`src/rtl/guess_entry.sv`:
```
// guess_entry -- digit-entry and scoring core for a four-digit "bulls and cows"
// guessing game.
//
// The raw enter button is synchronised and debounced. Each accepted press
// shifts one switch digit into the current guess. A digit is rejected if it
// is invalid or is already in the guess. When four digits are in, the guess
// is scored against the secret for one cycle. The game then goes on,
// or ends as won or lost.
//
// Ports
//   clk          single clock, rising edge
//   rst          asynchronous active-high reset
//   num          switch digit 0-9 (15 = invalid)
//   nonerror     1 = num holds a valid digit
//   key_n        raw active-low enter button, asynchronous to clk
//   new_game     synchronous restart request, sampled every cycle
//   secret       four BCD digits, [15:12] leftmost
//   guess        entered digits, 4'hF marks a blank position
//   digit_cnt    digits entered in the current guess (0-4)
//   a_cnt        last score: right digit in the right position
//   b_cnt        last score: right digit in the wrong position
//   result_valid one-cycle pulse when a_cnt/b_cnt update
//   err          one-cycle pulse on a rejected entry
//   attempts     scored guesses this game
//   win / lose   high while the game is won / lost
module guess_entry #(
  parameter int DEB_CYCLES = 4,
  parameter int MAX_TRIES  = 8
) (
  input  logic        clk,
  input  logic        rst,
  input  logic [3:0]  num,
  input  logic        nonerror,
  input  logic        key_n,
  input  logic        new_game,
  input  logic [15:0] secret,
  output logic [15:0] guess,
  output logic [2:0]  digit_cnt,
  output logic [2:0]  a_cnt,
  output logic [2:0]  b_cnt,
  output logic        result_valid,
  output logic        err,
  output logic [3:0]  attempts,
  output logic        win,
  output logic        lose
);

  localparam int CNT_W = (DEB_CYCLES > 1) ? $clog2(DEB_CYCLES) : 1;
  localparam logic [CNT_W-1:0] CNT_LAST  = CNT_W'(DEB_CYCLES - 1);
  localparam logic [3:0]       TRIES_MAX = 4'(MAX_TRIES);

  typedef enum logic [1:0] {ENTRY, COMPARE, WON, LOST} state_t;

  state_t           state;
  logic             key_meta;
  logic             key_sync;
  logic             key_level;   // debounced button level, 1 = released
  logic [CNT_W-1:0] deb_cnt;
  logic             accept;
  logic [2:0]       score_a;
  logic [2:0]       score_b;
  logic [3:0]       attempts_inc;

  // Count the positions where the guess digit equals the secret digit.
  function automatic logic [2:0] count_a(input logic [15:0] g, input logic [15:0] s);
    logic [2:0] n;
    n = 3'd0;
    for (int i = 0; i < 4; i++)
      if (g[4*i +: 4] == s[4*i +: 4]) n = n + 3'd1;
    return n;
  endfunction

  // Count the pairs (i, j), i != j, where guess digit i equals secret digit j.
  function automatic logic [2:0] count_b(input logic [15:0] g, input logic [15:0] s);
    logic [2:0] n;
    n = 3'd0;
    for (int i = 0; i < 4; i++)
      for (int j = 0; j < 4; j++)
        if (i != j && g[4*i +: 4] == s[4*j +: 4]) n = n + 3'd1;
    return n;
  endfunction

  // Blank positions hold 4'hF and so never match a digit in range.
  function automatic logic is_dup(input logic [15:0] g, input logic [3:0] d);
    logic hit;
    hit = 1'b0;
    for (int i = 0; i < 4; i++)
      if (g[4*i +: 4] == d) hit = 1'b1;
    return hit;
  endfunction

  assign score_a      = count_a(guess, secret);
  assign score_b      = count_b(guess, secret);
  assign attempts_inc = attempts + 4'd1;

  // Button synchroniser and debouncer. The level flips only after the
  // synchronised input has differed from it for DEB_CYCLES cycles in a row.
  // A press produces a one-cycle accept pulse.
  always_ff @(posedge clk or posedge rst) begin
    if (rst) begin
      key_meta  <= 1'b1;
      key_sync  <= 1'b1;
      key_level <= 1'b1;
      deb_cnt   <= '0;
      accept    <= 1'b0;
    end else begin
      key_meta <= key_n;
      key_sync <= key_meta;
      accept   <= 1'b0;
      if (key_sync != key_level) begin
        if (deb_cnt == CNT_LAST) begin
          key_level <= key_sync;
          deb_cnt   <= '0;
          accept    <= ~key_sync;
        end else begin
          deb_cnt <= deb_cnt + CNT_W'(1);
        end
      end else begin
        deb_cnt <= '0;
      end
    end
  end

  // Game FSM. All outputs are registered here.
  always_ff @(posedge clk or posedge rst) begin
    if (rst) begin
      state        <= ENTRY;
      guess        <= 16'hFFFF;
      digit_cnt    <= 3'd0;
      a_cnt        <= 3'd0;
      b_cnt        <= 3'd0;
      attempts     <= 4'd0;
      result_valid <= 1'b0;
      err          <= 1'b0;
      win          <= 1'b0;
      lose         <= 1'b0;
    end else begin
      result_valid <= 1'b0;
      err          <= 1'b0;
      if (new_game) begin
        // Restart takes priority over any accept or scoring in this cycle.
        state     <= ENTRY;
        guess     <= 16'hFFFF;
        digit_cnt <= 3'd0;
        a_cnt     <= 3'd0;
        b_cnt     <= 3'd0;
        attempts  <= 4'd0;
        win       <= 1'b0;
        lose      <= 1'b0;
      end else begin
        case (state)
          ENTRY: begin
            if (accept) begin
              if (!nonerror || num > 4'd9 || is_dup(guess, num)) begin
                err <= 1'b1;
              end else begin
                guess     <= {guess[11:0], num};
                digit_cnt <= digit_cnt + 3'd1;
                if (digit_cnt == 3'd3) state <= COMPARE;
              end
            end
          end
          COMPARE: begin
            a_cnt        <= score_a;
            b_cnt        <= score_b;
            result_valid <= 1'b1;
            attempts     <= attempts_inc;
            if (score_a == 3'd4) begin
              state <= WON;
              win   <= 1'b1;
            end else if (attempts_inc == TRIES_MAX) begin
              state <= LOST;
              lose  <= 1'b1;
            end else begin
              state     <= ENTRY;
              guess     <= 16'hFFFF;
              digit_cnt <= 3'd0;
            end
          end
          WON, LOST: begin
            // Game over: presses are ignored until new_game.
          end
          default: state <= ENTRY;
        endcase
      end
    end
  end

endmodule

```
`config.mk`:
```
export PLATFORM = sky130hd
export DESIGN_NAME = guess_entry
export DESIGN_NICKNAME = d
export VERILOG_FILES = /design/src/rtl/guess_entry.sv
export SDC_FILE = /design/constraint.sdc
export NUM_CORES = 1
export LEC_CHECK = 0
export BUFFER_PORTS_ARGS = -buffer_cell sky130_fd_sc_hd__buf_4
export CAP_MARGIN = 10
export CORE_ASPECT_RATIO = 0.7
export CORE_MARGIN = 2
export CORE_UTILIZATION = 50
export CTS_BUF_LIST = sky130_fd_sc_hd__clkbuf_8
export DETAILED_ROUTE_END_ITERATION = 10
export PLACE_DENSITY_LB_ADDON = 0.08
export SYNTH_ARGS = -nofsm -noshare
export SYNTH_HDL_FRONTEND = slang
export SYNTH_SLANG_ARGS = --single-unit
```
`constraint.sdc`:
```
create_clock -name clk -period 6.3 [get_ports clk]
set_clock_uncertainty 0.05 [all_clocks]
set_input_delay 0.315 -clock clk [delete_from_list [all_inputs] [get_ports clk]]
set_output_delay 0.315 -clock clk [all_outputs]
set_load 0.1 [all_outputs]
```
# Word level (Yosys, flattened, before mapping)
# Cells that the tools add are included.
# word_totals
in_bits,25
wordCells,144
register_bits,41
out_inout_bits,33
# classes
bitwise,1
mux,65
n_eq_ne,32
reduce_logical,13
add_sub_neg,17
magnitude_cmp,1
# op_table
cell,count
$eq A4 B4 Y1,20
$mux W16,5
$mux W3,23
$add A3 B1 Y3 const B,15
$pmux W16 S2,1
$mux W1,24
$mux W2,8
$ne A3 B3 Y1 const B,5
$mux W4,2
$pmux W3 S2,1
$reduce_bool A2 Y1,3
$reduce_and A5 Y1,1
$add A4 B1 Y4 const B,1
$eq A4 B4 Y1 const B,1
$gt A4 B4 Y1 const B,1
$pmux W2 S2,1
$reduce_and A2 Y1,2
$reduce_and A4 Y1,1
$eq A3 B2 Y1 const B,1
$eq A3 B3 Y1 const B,1
$reduce_and A3 Y1,1
$reduce_bool A3 Y1,1
$add A2 B1 Y2 const B,1
$eq A2 B1 Y1 const B,1
other kinds (7),8

# Longest topological paths before layout
# Gate-level depths: netlist (run 1).
# depth
word_depth,26
depth_mapped,36
depth_no_buf,35

# Least setup slack after synthesis (run 1)
# OpenSTA, ideal clock, no wires.
# synth_timing
path_type,reg2reg
from,register guess[3]
to,register b_cnt[2]
t_arrival_ps,6348
period_less_slack_ps,6469
setup_time_ps,71
t_required_ps,6179
slack_ps,-169
path_buffers,1
stages_incl_launch_ff,35
path_cell_list,dfstp_2 > buf_2 > xnor2_1 > nand4_1 > inv_1 > ha_1 > inv_1 > xnor3_2 > ha_1 > mux2i_1 > xnor2_1 > a32oi_1 > nand2_1 > a21oi_1 > ha_1 > nand2_1 > o31ai_1 > xnor2_1 > a21oi_1 > ha_1 > xnor2_2 > a32oi_1 > and2_1 > ha_1 > nand2_1 > inv_1 > a21o_1 > ha_1 > nand2_1 > xor2_1 > xnor2_1 > xnor2_1 > nand2_1 > or3_1 > nand3_1
# synth_via
elab_chain_len,26
word_cells_on_any_way,28
classes_between,11 x add/sub; 3 x eq/ne; 14 x mux
# synth_rtl
element,line_no,source
"start, declared",37,"output logic [15:0] guess,"
"start signal, assigned",157,"guess <= {guess[11:0], num};"
$eq A4 B4 Y1,79,if (i != j && g[4*i +: 4] == s[4*j +: 4]) n = n + 3'd1;
$mux W1,79,
$add A3 B1 Y3,79,
$mux W3,79,
$add A3 B1 Y3,79,
$mux W3 (*),79,
$add A3 B1 Y3,79,
$mux W3 (*),79,
(+10 left out),--,
$add A3 B1 Y3,79,
$mux W3 (*),79,
$add A3 B1 Y3,79,
$mux W3 (*),79,
$add A3 B1 Y3,79,
$mux W3 (*),79,
$mux W3 (*),151,case (state)
$mux W3 (*),140,if (new_game) begin
"end signal, assigned",165,b_cnt <= score_b;
"end, declared",40,"output logic [2:0] b_cnt,"
# Mark *: on every way between the ends. The rest lies on a longest branch, timed or not. The select of a mux whose other input is x is not followed.
# A chain may end at the register's enable or synchronous reset.

# Final worst setup path (run 1)
# Same ends and word-level chain as after synthesis.

==> out/summary.txt, run 1 <==
ROUTING
----------------------------------------------------------------------------------------------------
Vias per cell                                                                                   5.62
Routed length per placed instance                                                            17.5 um
Total length of routed wires                                                                10500 um
Drc violations                                                                                     0
Violation count after the first detailed-route iteration                                         183
Post-detailed-route count of antenna-violating nets                                                0
First-pass iteration count of the detailed router                                                  5
Vias post-DR                                                                                    3355

TIMING
----------------------------------------------------------------------------------------------------
RSZ-0062 raised after global routing                                                             yes
# setup viols final                                                                                1
Slack of the critical path                                                                  -96.8 ps
Slew Limit Fails                                                                                   0
Tightest Pin Transition                                                                      1030 ps
Remaining max-slew budget at the tightest pin                                                  30.5%
Number of hold violations in the final report                                                      0
Portion of the clock cycle consumed by the worst path in the final layout                       102%
Crit path time final                                                                         6400 ps
Highest clock frequency the design can meet                                                  156 MHz
Setup tns final                                                                             -96.8 ps

PLACEMENT
----------------------------------------------------------------------------------------------------
Placed wire-length estimate after detailed placement                                         7390 um
Cell count after placement                                                                       577
Post-Place Worst Slack                                                                       -116 ps
Final weighted congestion of routability-driven global placement                               0.930
Number of port buffers                                                                            57

DIE
----------------------------------------------------------------------------------------------------
Initial Utilization                                                                            52.0%
Die width                                                                                     109 um
Count of pins on the block boundary                                                               58
Floorplan die height                                                                         77.3 um
Total number of placement rows                                                                    26
Area of the core                                                                        0.00738 mm^2
Floorplan die area                                                                      0.00841 mm^2

SETUP PATH
----------------------------------------------------------------------------------------------------
Highest cell delay on the worst timing path                                                   670 ps
Worst setup SP type                                                                             flop
Category of the critical setup timing path                                                   reg2reg
Required time at the worst-slack endpoint                                                    6480 ps
Critical Path Sink Type                                                                         flop
Standard cell with the maximum stage delay on the critical path                         sky130_fd_sc_hd__dfstp_4
CP Max Fanout                                                                                      4
Crit path DAT                                                                                6580 ps

LOGIC SYNTHESIS
----------------------------------------------------------------------------------------------------
Count of unique library cells instantiated by Yosys                                               51
Most used flip-flop cell after synthesis                                                sky130_fd_sc_hd__dfrtp_1
Share of synthesized cell area in full adder, half adder and majority cells                    6.19%
Share of cell area taken by muxes after synthesis                                              2.41%
Synthesized-area fraction occupied by xor and xnor cells                                       28.5%
#FFs+latches synth                                                                                41
Cell type with the largest total area after synthesis                                   sky130_fd_sc_hd__dfrtp_1
Top cell type's share of synthesized area                                                      14.3%
Post-synth EDFFs                                                                                   0
Share of flip-flops with an asynchronous set or reset                                           100%
Synthesis Warnings                                                                                 0
Per-instance average area after synthesis                                                  8.74 um^2
Dominant combinational cell family by area after synthesis                              XOR/XNOR gates
Net Count, Synth                                                                                 483
Leading cell types by total area after synthesis                                        sky130_fd_sc_hd__dfrtp_1 14%, sky130_fd_sc_hd__dfstp_2 13%, sky130_fd_sc_hd__xor2_1 12%
Compound-Gate Fraction of Synth Area                                                           11.2%
Share of synthesized area occupied by flip-flops and latches                                   27.3%
Total standard cell area after synthesis                                                0.00384 mm^2
Synth Instances                                                                                  439
Area fraction in and, or, nand and nor cells after synthesis                                   17.1%

FINAL LAYOUT
----------------------------------------------------------------------------------------------------
Layout overhead on the synthesized area                                                        23.5%
Final-layout fill cell count                                                                     604
Layout Nets                                                                                      542
End-of-flow core utilization                                                                   64.2%
Ratio of cells with drive above 1 in the final layout                                          32.5%
Final Instance Count excl. Fillers                                                               597
Ant. Diodes                                                                                        0

STATUS
----------------------------------------------------------------------------------------------------
Violated checks                                                                         setup timing
Run status                                                                              complete, but fails checks

PWR
----------------------------------------------------------------------------------------------------
Net switching power of the design                                                             716 uW
Internal power                                                                                807 uW
Part of the total power dissipated in combinational logic                                      62.9%
Share of power burned in the clock network                                                     12.0%
Static leakage                                                                               2.06 nW
Switching power share of the total                                                             47.0%
Worst IR drop on VDD                                                                        0.176 mV
Pwr dens                                                                                 321 mW/mm^2
Power Total                                                                                  1.52 mW
Proportion of power drawn by flip-flops and latches                                            25.2%

RUN
----------------------------------------------------------------------------------------------------
MaxCap Viol Count                                                                                  0

CLOCK TREE
----------------------------------------------------------------------------------------------------
Clock Sink Count                                                                                  41
CTS H-Tree Depth                                                                                   2
Later-pin clock latency in the skew report                                                    300 ps
Clock tree from TritonCTS                                                                      built
Clock buffers created by TritonCTS                                                                 5
Clock tree root buffer cell                                                             sky130_fd_sc_hd__clkbuf_8
Hold-fix buffers at CTS                                                                            0
Clock-pin slew reported for the worst setup and hold paths after clock tree synthesis          90 ps
Number of buffers between clock root and the deepest sink                                          2

GLOBAL ROUTE
----------------------------------------------------------------------------------------------------
Number of global-route vias before repair                                                       3155
Maximum number of pins on one net before global-route repair                                      42
Antenna violations before repair                                                                   0
Overall Global Routing Usage                                                                   24.9%
First-pass GRT wire length                                                                  16300 um
Total gr overflow                                                                                  0

HOLD PATH
----------------------------------------------------------------------------------------------------
Hold crit path type                                                                           in2reg

==> power by group through the flow <==
stage / Combinational [mW] / Sequential, mW / Clock, mW
6_report: 0.958 / 0.383 / 0.182
5_1_grt: 1.02 / 0.388 / 0.197
4_1_cts: 0.878 / 0.380 / 0.187
3_5_place_dp: 0.839 / 0.386 / 0
3_3_place_gp: 0.828 / 0.385 / 0
2_1_floorplan: 0.515 / 0.540 / 0
==> metal layers <==
metal | part of all wire (%) | up-vias | wire length (um) | GRT usage [%]
li1 | - | 1598 | - | -
met1 | 48 | 1597 | 5010 | 37.9
met2 | 44 | 147 | 4620 | 37.3
met3 | 6.9 | 13 | 727 | 3.66
met4 | 0.99 | 0 | 104 | 4.62
met5 | 0 | - | 0 | 0
==> layout make-up <==
cell class / count / area [um^2] / area share [%]
inverters: 23 / 86.3 / 1.82
clock inverters: 2 / 11.3 / 0.238
flip-flops and latches: 41 / 1060 / 22.5
well taps: 98 / 123 / 2.59
clock buffers: 6 / 82.6 / 1.74
repair buffers: 91 / 683 / 14.4
multi-input cells: 336 / 2690 / 56.7
==> placed cells by master, fill, tap and decap left out, drive strengths merged, types with 2 or more instances in the layout <==
master | synthesis | layout
and3 | 2 | 2
buf | 13 | 91
and2 | 2 | 2
nand2 | 31 | 31
a21oi | 10 | 10
nand3 | 4 | 4
mux2i | 7 | 7
dfrtp | 22 | 22
nand2b | 2 | 2
nor2 | 24 | 24
xor2 | 54 | 54
nor2b | 4 | 4
o21ai | 41 | 41
o41ai | 2 | 2
mux2 | 2 | 2
clkbuf | 26 | 6
dfstp | 19 | 19
inv | 23 | 24
ha | 19 | 19
and4 | 3 | 3
nand4 | 10 | 10
nor3 | 23 | 23
xnor3 | 5 | 5
a32oi | 3 | 3
a211oi | 4 | 4
a21boi | 3 | 3
nor4 | 13 | 13
xnor2 | 53 | 53
==> registers in the layout (all words and copies together) (netlist names), 2 cells and up <==
register	count
a_cnt	3
digit_cnt	3
b_cnt	3
state	2
deb_cnt	2
attempts	4
guess	16
==> per-stage QoR <==
step	instance area, um^2	hold WS [ps]
after floorplan	3870	269
after global placement	4380	296
after detailed placement	4380	297
after CTS	4550	61.6
after global routing	4740	51.9
final	4740	70.3
==> critical path, delay by kind of cell, from the launching register on <==
family / cells / cell delay [ps]
compound gates: 7 / 1170
flops: 1 / 670
simple gates: 9 / 1610
xor+xnor: 7 / 1120
mux: 2 / 290
buf+inv: 2 / 120
fa+ha+maj: 5 / 1300
==> cell usage after synthesis (all sizes together), types with 3 or more instances <==
cell / n
o21ai: 41
nor3: 23
nor2: 24
xnor3: 5
inv: 23
a32oi: 3
clkbuf: 26
buf: 13
nand2: 31
a211oi: 4
xor2: 54
mux2i: 7
xnor2: 53
and4: 3
nand4: 10
dfrtp: 22
nor2b: 4
dfstp: 19
nand3: 4
nor4: 13
a21boi: 3
a21oi: 10
ha: 19
==> logic make-up after synthesis <==
group / count (synthesis)
AOI/OAI and AO/OA: 72
DFF: 41
muxes: 9
buffers and inverters: 62
xor gates and xnor gates: 112
adders and majority gates: 19
and+or+nand+nor: 124
==> path summary, 6_finish.rpt <==
kind | depth (start not counted) | to | slack, ps | from
max | 32 | b_cnt[2]$_DFFE_PP0P_ | -100 | guess[3]$_DFFE_PP1P_
min | 1 | key_meta$_DFF_PP1_ | 70 | key_n
max reg2reg | 32 | b_cnt[2]$_DFFE_PP0P_ | -100 | guess[3]$_DFFE_PP1P_
min reg2reg | 0 | key_sync$_DFF_PP1_ | 310 | key_meta$_DFF_PP1_
max in group asynchronous | 3 | guess[6]$_DFFE_PP1P_ | 5740 | rst
min in group asynchronous | 3 | digit_cnt[2]$_DFFE_PP0P_ | 90 | rst
==> timing repair <==
| item | 4_1_cts | 5_1_grt |
|---|---|---|
| endpoints found under the hold margin | 0 | 0 |
| setup endpoints to repair | 1 | 2 |
| pin swaps | 9 | 28 |
| buffers inserted | 6 | 7 |
| gates resized for setup | 5 | 30 |
No activity file was read; power rests on OpenSTA's default activity.
==> run 2, diff against run 1 <==
CORE_UTILIZATION = 30   (was 50)
==> out/summary.txt, run 2 (same netlist as run 1, synthesis figures left out) <==
STATUS
----------------------------------------------------------------------------------------------------
Run status                                                                              complete, but fails checks
Violated checks                                                                         setup timing

PWR
----------------------------------------------------------------------------------------------------
Share of power burned in the clock network                                                     11.9%   about the same
Pwr dens                                                                                 317 mW/mm^2   -1.5%
Worst IR drop on VDD                                                                        0.154 mV   -13%
Net switching power of the design                                                             722 uW   +0.83%
Proportion of power drawn by flip-flops and latches                                            25.1%   about the same
Part of the total power dissipated in combinational logic                                      63.0%   about the same
Switching power share of the total                                                             47.1%   +0.047 points
Power Total                                                                                  1.53 mW   +0.73%
Internal power                                                                                812 uW   +0.64%
Static leakage                                                                               2.05 nW   -0.66%

ROUTING
----------------------------------------------------------------------------------------------------
Total length of routed wires                                                                11600 um   +11%
First-pass iteration count of the detailed router                                                  4   -1
Post-detailed-route count of antenna-violating nets                                                0   unchanged
Vias per cell                                                                                   5.01   -11%
Vias post-DR                                                                                    3309   -1.4%
Drc violations                                                                                     0   unchanged
Routed length per placed instance                                                            17.6 um   +0.31%
Violation count after the first detailed-route iteration                                         227   +24%

GLOBAL ROUTE
----------------------------------------------------------------------------------------------------
Number of global-route vias before repair                                                       3158   +0.095%
Maximum number of pins on one net before global-route repair                                      42   unchanged
Overall Global Routing Usage                                                                   16.8%   -8.1 points
Antenna violations before repair                                                                   0   unchanged
First-pass GRT wire length                                                                  18100 um   +11%
Total gr overflow                                                                                  0   unchanged

CLOCK TREE
----------------------------------------------------------------------------------------------------
Later-pin clock latency in the skew report                                                    310 ps   about the same
CTS H-Tree Depth                                                                                   2   unchanged
Number of buffers between clock root and the deepest sink                                          2   unchanged
Clock-pin slew reported for the worst setup and hold paths after clock tree synthesis          90 ps   about the same
Clock tree from TritonCTS                                                                      built
Clock tree root buffer cell                                                             sky130_fd_sc_hd__clkbuf_8
Hold-fix buffers at CTS                                                                            0   unchanged
Clock Sink Count                                                                                  41   unchanged
Clock buffers created by TritonCTS                                                                 5   unchanged

DIE
----------------------------------------------------------------------------------------------------
Count of pins on the block boundary                                                               58   unchanged
Die width                                                                                     139 um   +28%
Initial Utilization                                                                            30.8%   -21 points
Floorplan die height                                                                         98.6 um   +28%
Area of the core                                                                         0.0125 mm^2   +69%
Floorplan die area                                                                       0.0137 mm^2   +63%
Total number of placement rows                                                                    34   +31%

RUN
----------------------------------------------------------------------------------------------------
MaxCap Viol Count                                                                                  0   unchanged

FINAL LAYOUT
----------------------------------------------------------------------------------------------------
Layout Nets                                                                                      541   -0.18%
End-of-flow core utilization                                                                   38.9%   -25 points
Layout overhead on the synthesized area                                                        26.2%
Most common cell after layout, fill and taps aside                                      sky130_fd_sc_hd__buf_4
Register with the most flip-flops                                                              guess
Largest register FFs                                                                              16   unchanged
Ratio of cells with drive above 1 in the final layout                                          33.1%   +0.67 points
Largest registers ranked by flip-flop count                                             guess (16), attempts (4)
Ant. Diodes                                                                                        0   unchanged
Design Area, Final                                                                      0.00484 mm^2   +2.2%
Final Instance Count excl. Fillers                                                               660   +11%
Commonest non-fill, non-tap cells in the layout                                         89 x sky130_fd_sc_hd__buf_4, 51 x sky130_fd_sc_hd__xor2_1, 46 x sky130_fd_sc_hd__xnor2_1, 39 x sky130_fd_sc_hd__o21ai_0, 27 x sky130_fd_sc_hd__nand2_1

TIMING
----------------------------------------------------------------------------------------------------
Number of hold violations in the final report                                                      0   unchanged
Highest clock frequency the design can meet                                                  158 MHz   +1.2%
Slack of the critical path                                                                  -20.8 ps   +75.9 ps
Remaining max-slew budget at the tightest pin                                                  31.6%   +1.1 points
Tightest Pin Transition                                                                      1020 ps   -16.9 ps
# setup viols final                                                                                1   unchanged
Slew Limit Fails                                                                                   0   unchanged
Crit path time final                                                                         6320 ps   -75.9 ps
Portion of the clock cycle consumed by the worst path in the final layout                       100%   -1.2 points
RSZ-0062 raised after global routing                                                             yes

SETUP PATH
----------------------------------------------------------------------------------------------------
Worst setup SP type                                                                             flop
Kind of cell adding the most delay to the critical path                                 simple AND/OR/NAND/NOR gates
Standard cell with the maximum stage delay on the critical path                         sky130_fd_sc_hd__dfstp_4
Highest cell delay on the worst timing path                                                   670 ps   about the same
Category of the critical setup timing path                                                   reg2reg
Critical Path Sink Type                                                                         flop
CP Max Fanout                                                                                      5   +1
Required time at the worst-slack endpoint                                                    6490 ps   about the same
Crit path DAT                                                                                6510 ps   -70 ps
Depth of the worst register-to-register path                                                      33   +3.1%
Most common cell type on the critical path                                              sky130_fd_sc_hd__xnor2_1
Instance count on the critical path                                                               33   +3.1%
Sum of buffers and inverters on the critical path                                                  3   +1

PLACEMENT
----------------------------------------------------------------------------------------------------
Cell count after placement                                                                       645   +12%
Total placed instance area                                                              0.00449 mm^2   +2.5%
Number of port buffers                                                                            57   unchanged
Placed wire-length estimate after detailed placement                                         8440 um   +14%
Final weighted congestion of routability-driven global placement                               0.791   -15%

HOLD PATH
----------------------------------------------------------------------------------------------------
Hold crit path type                                                                           in2reg
Worst hold path depth                                                                              1   unchanged

run 2: cell count changes in the layout (fill, tap and decap cells not counted), moves of 2 or more:
cell | before | now
sky130_fd_sc_hd__buf_4 | 91 | 89
sky130_fd_sc_hd__ha_4 | 2 | 4
sky130_fd_sc_hd__xor2_2 | 0 | 2
sky130_fd_sc_hd__ha_1 | 14 | 12
sky130_fd_sc_hd__xor2_1 | 53 | 51
sky130_fd_sc_hd__xnor2_2 | 7 | 5
sky130_fd_sc_hd__xnor2_1 | 44 | 46
run 2: final timing paths:
kind                                 startpoint                       to  slack (ps)
max                        guess[1]$_DFFE_PP1P_     b_cnt[2]$_DFFE_PP0P_         -20
min                                       key_n       key_meta$_DFF_PP1_          70
max reg2reg                guess[1]$_DFFE_PP1P_     b_cnt[2]$_DFFE_PP0P_         -20
min reg2reg                  key_meta$_DFF_PP1_       key_sync$_DFF_PP1_         310
max in group asynchronous                   rst    guess[15]$_DFFE_PP1P_        5720
min in group asynchronous                   rst  attempts[0]$_DFFE_PP0P_         100
run 2: timing repair:
action	CTS	global route
endpoints found under the hold margin	0	0
pin swaps	6	28
endpoints found under the setup margin	1	1
gates resized for setup	1	39
setup buffers	3	5
run 2: cell type report:
type                       instances  area [um^2]
tap                              162          203
timing repair buffer              90          679
clock inverter                     2         8.76
fill                            1267         7620
sequential                        41         1060
clock buffer                       6         82.6
multi-input combinational        336         2720
inverter                          23         86.3
run 2: per-layer routing:
layer / track usage (%) / up-vias / part of all wire, %
met5: 0 / - / 0
met4: 2.10 / 0 / 0.51
met3: 4.18 / 7 / 5.4
met2: 24.5 / 79 / 42
met1: 25.6 / 1629 / 52
li1: - / 1594 / -
run 2: per-stage QoR:
step / hold slack, ps / TNS [ps] / setup WS (ps)
3_3_place_gp: 297 / 0 / 62.4
3_5_place_dp: 297 / -29.6 / -29.6
5_1_grt: 49.8 / -295 / -295
6_report: 69.6 / -20.8 / -20.8
2_1_floorplan: 269 / 0 / 12.7
4_1_cts: 53.6 / 0 / 4.64
run 2: power by group through the flow:
stage	registers, mW	logic [mW]	clock network (mW)
2_1_floorplan	0.540	0.515	0
3_3_place_gp	0.388	0.871	0
3_5_place_dp	0.390	0.864	0
4_1_cts	0.385	0.884	0.190
5_1_grt	0.393	1.04	0.202
6_report	0.385	0.966	0.183
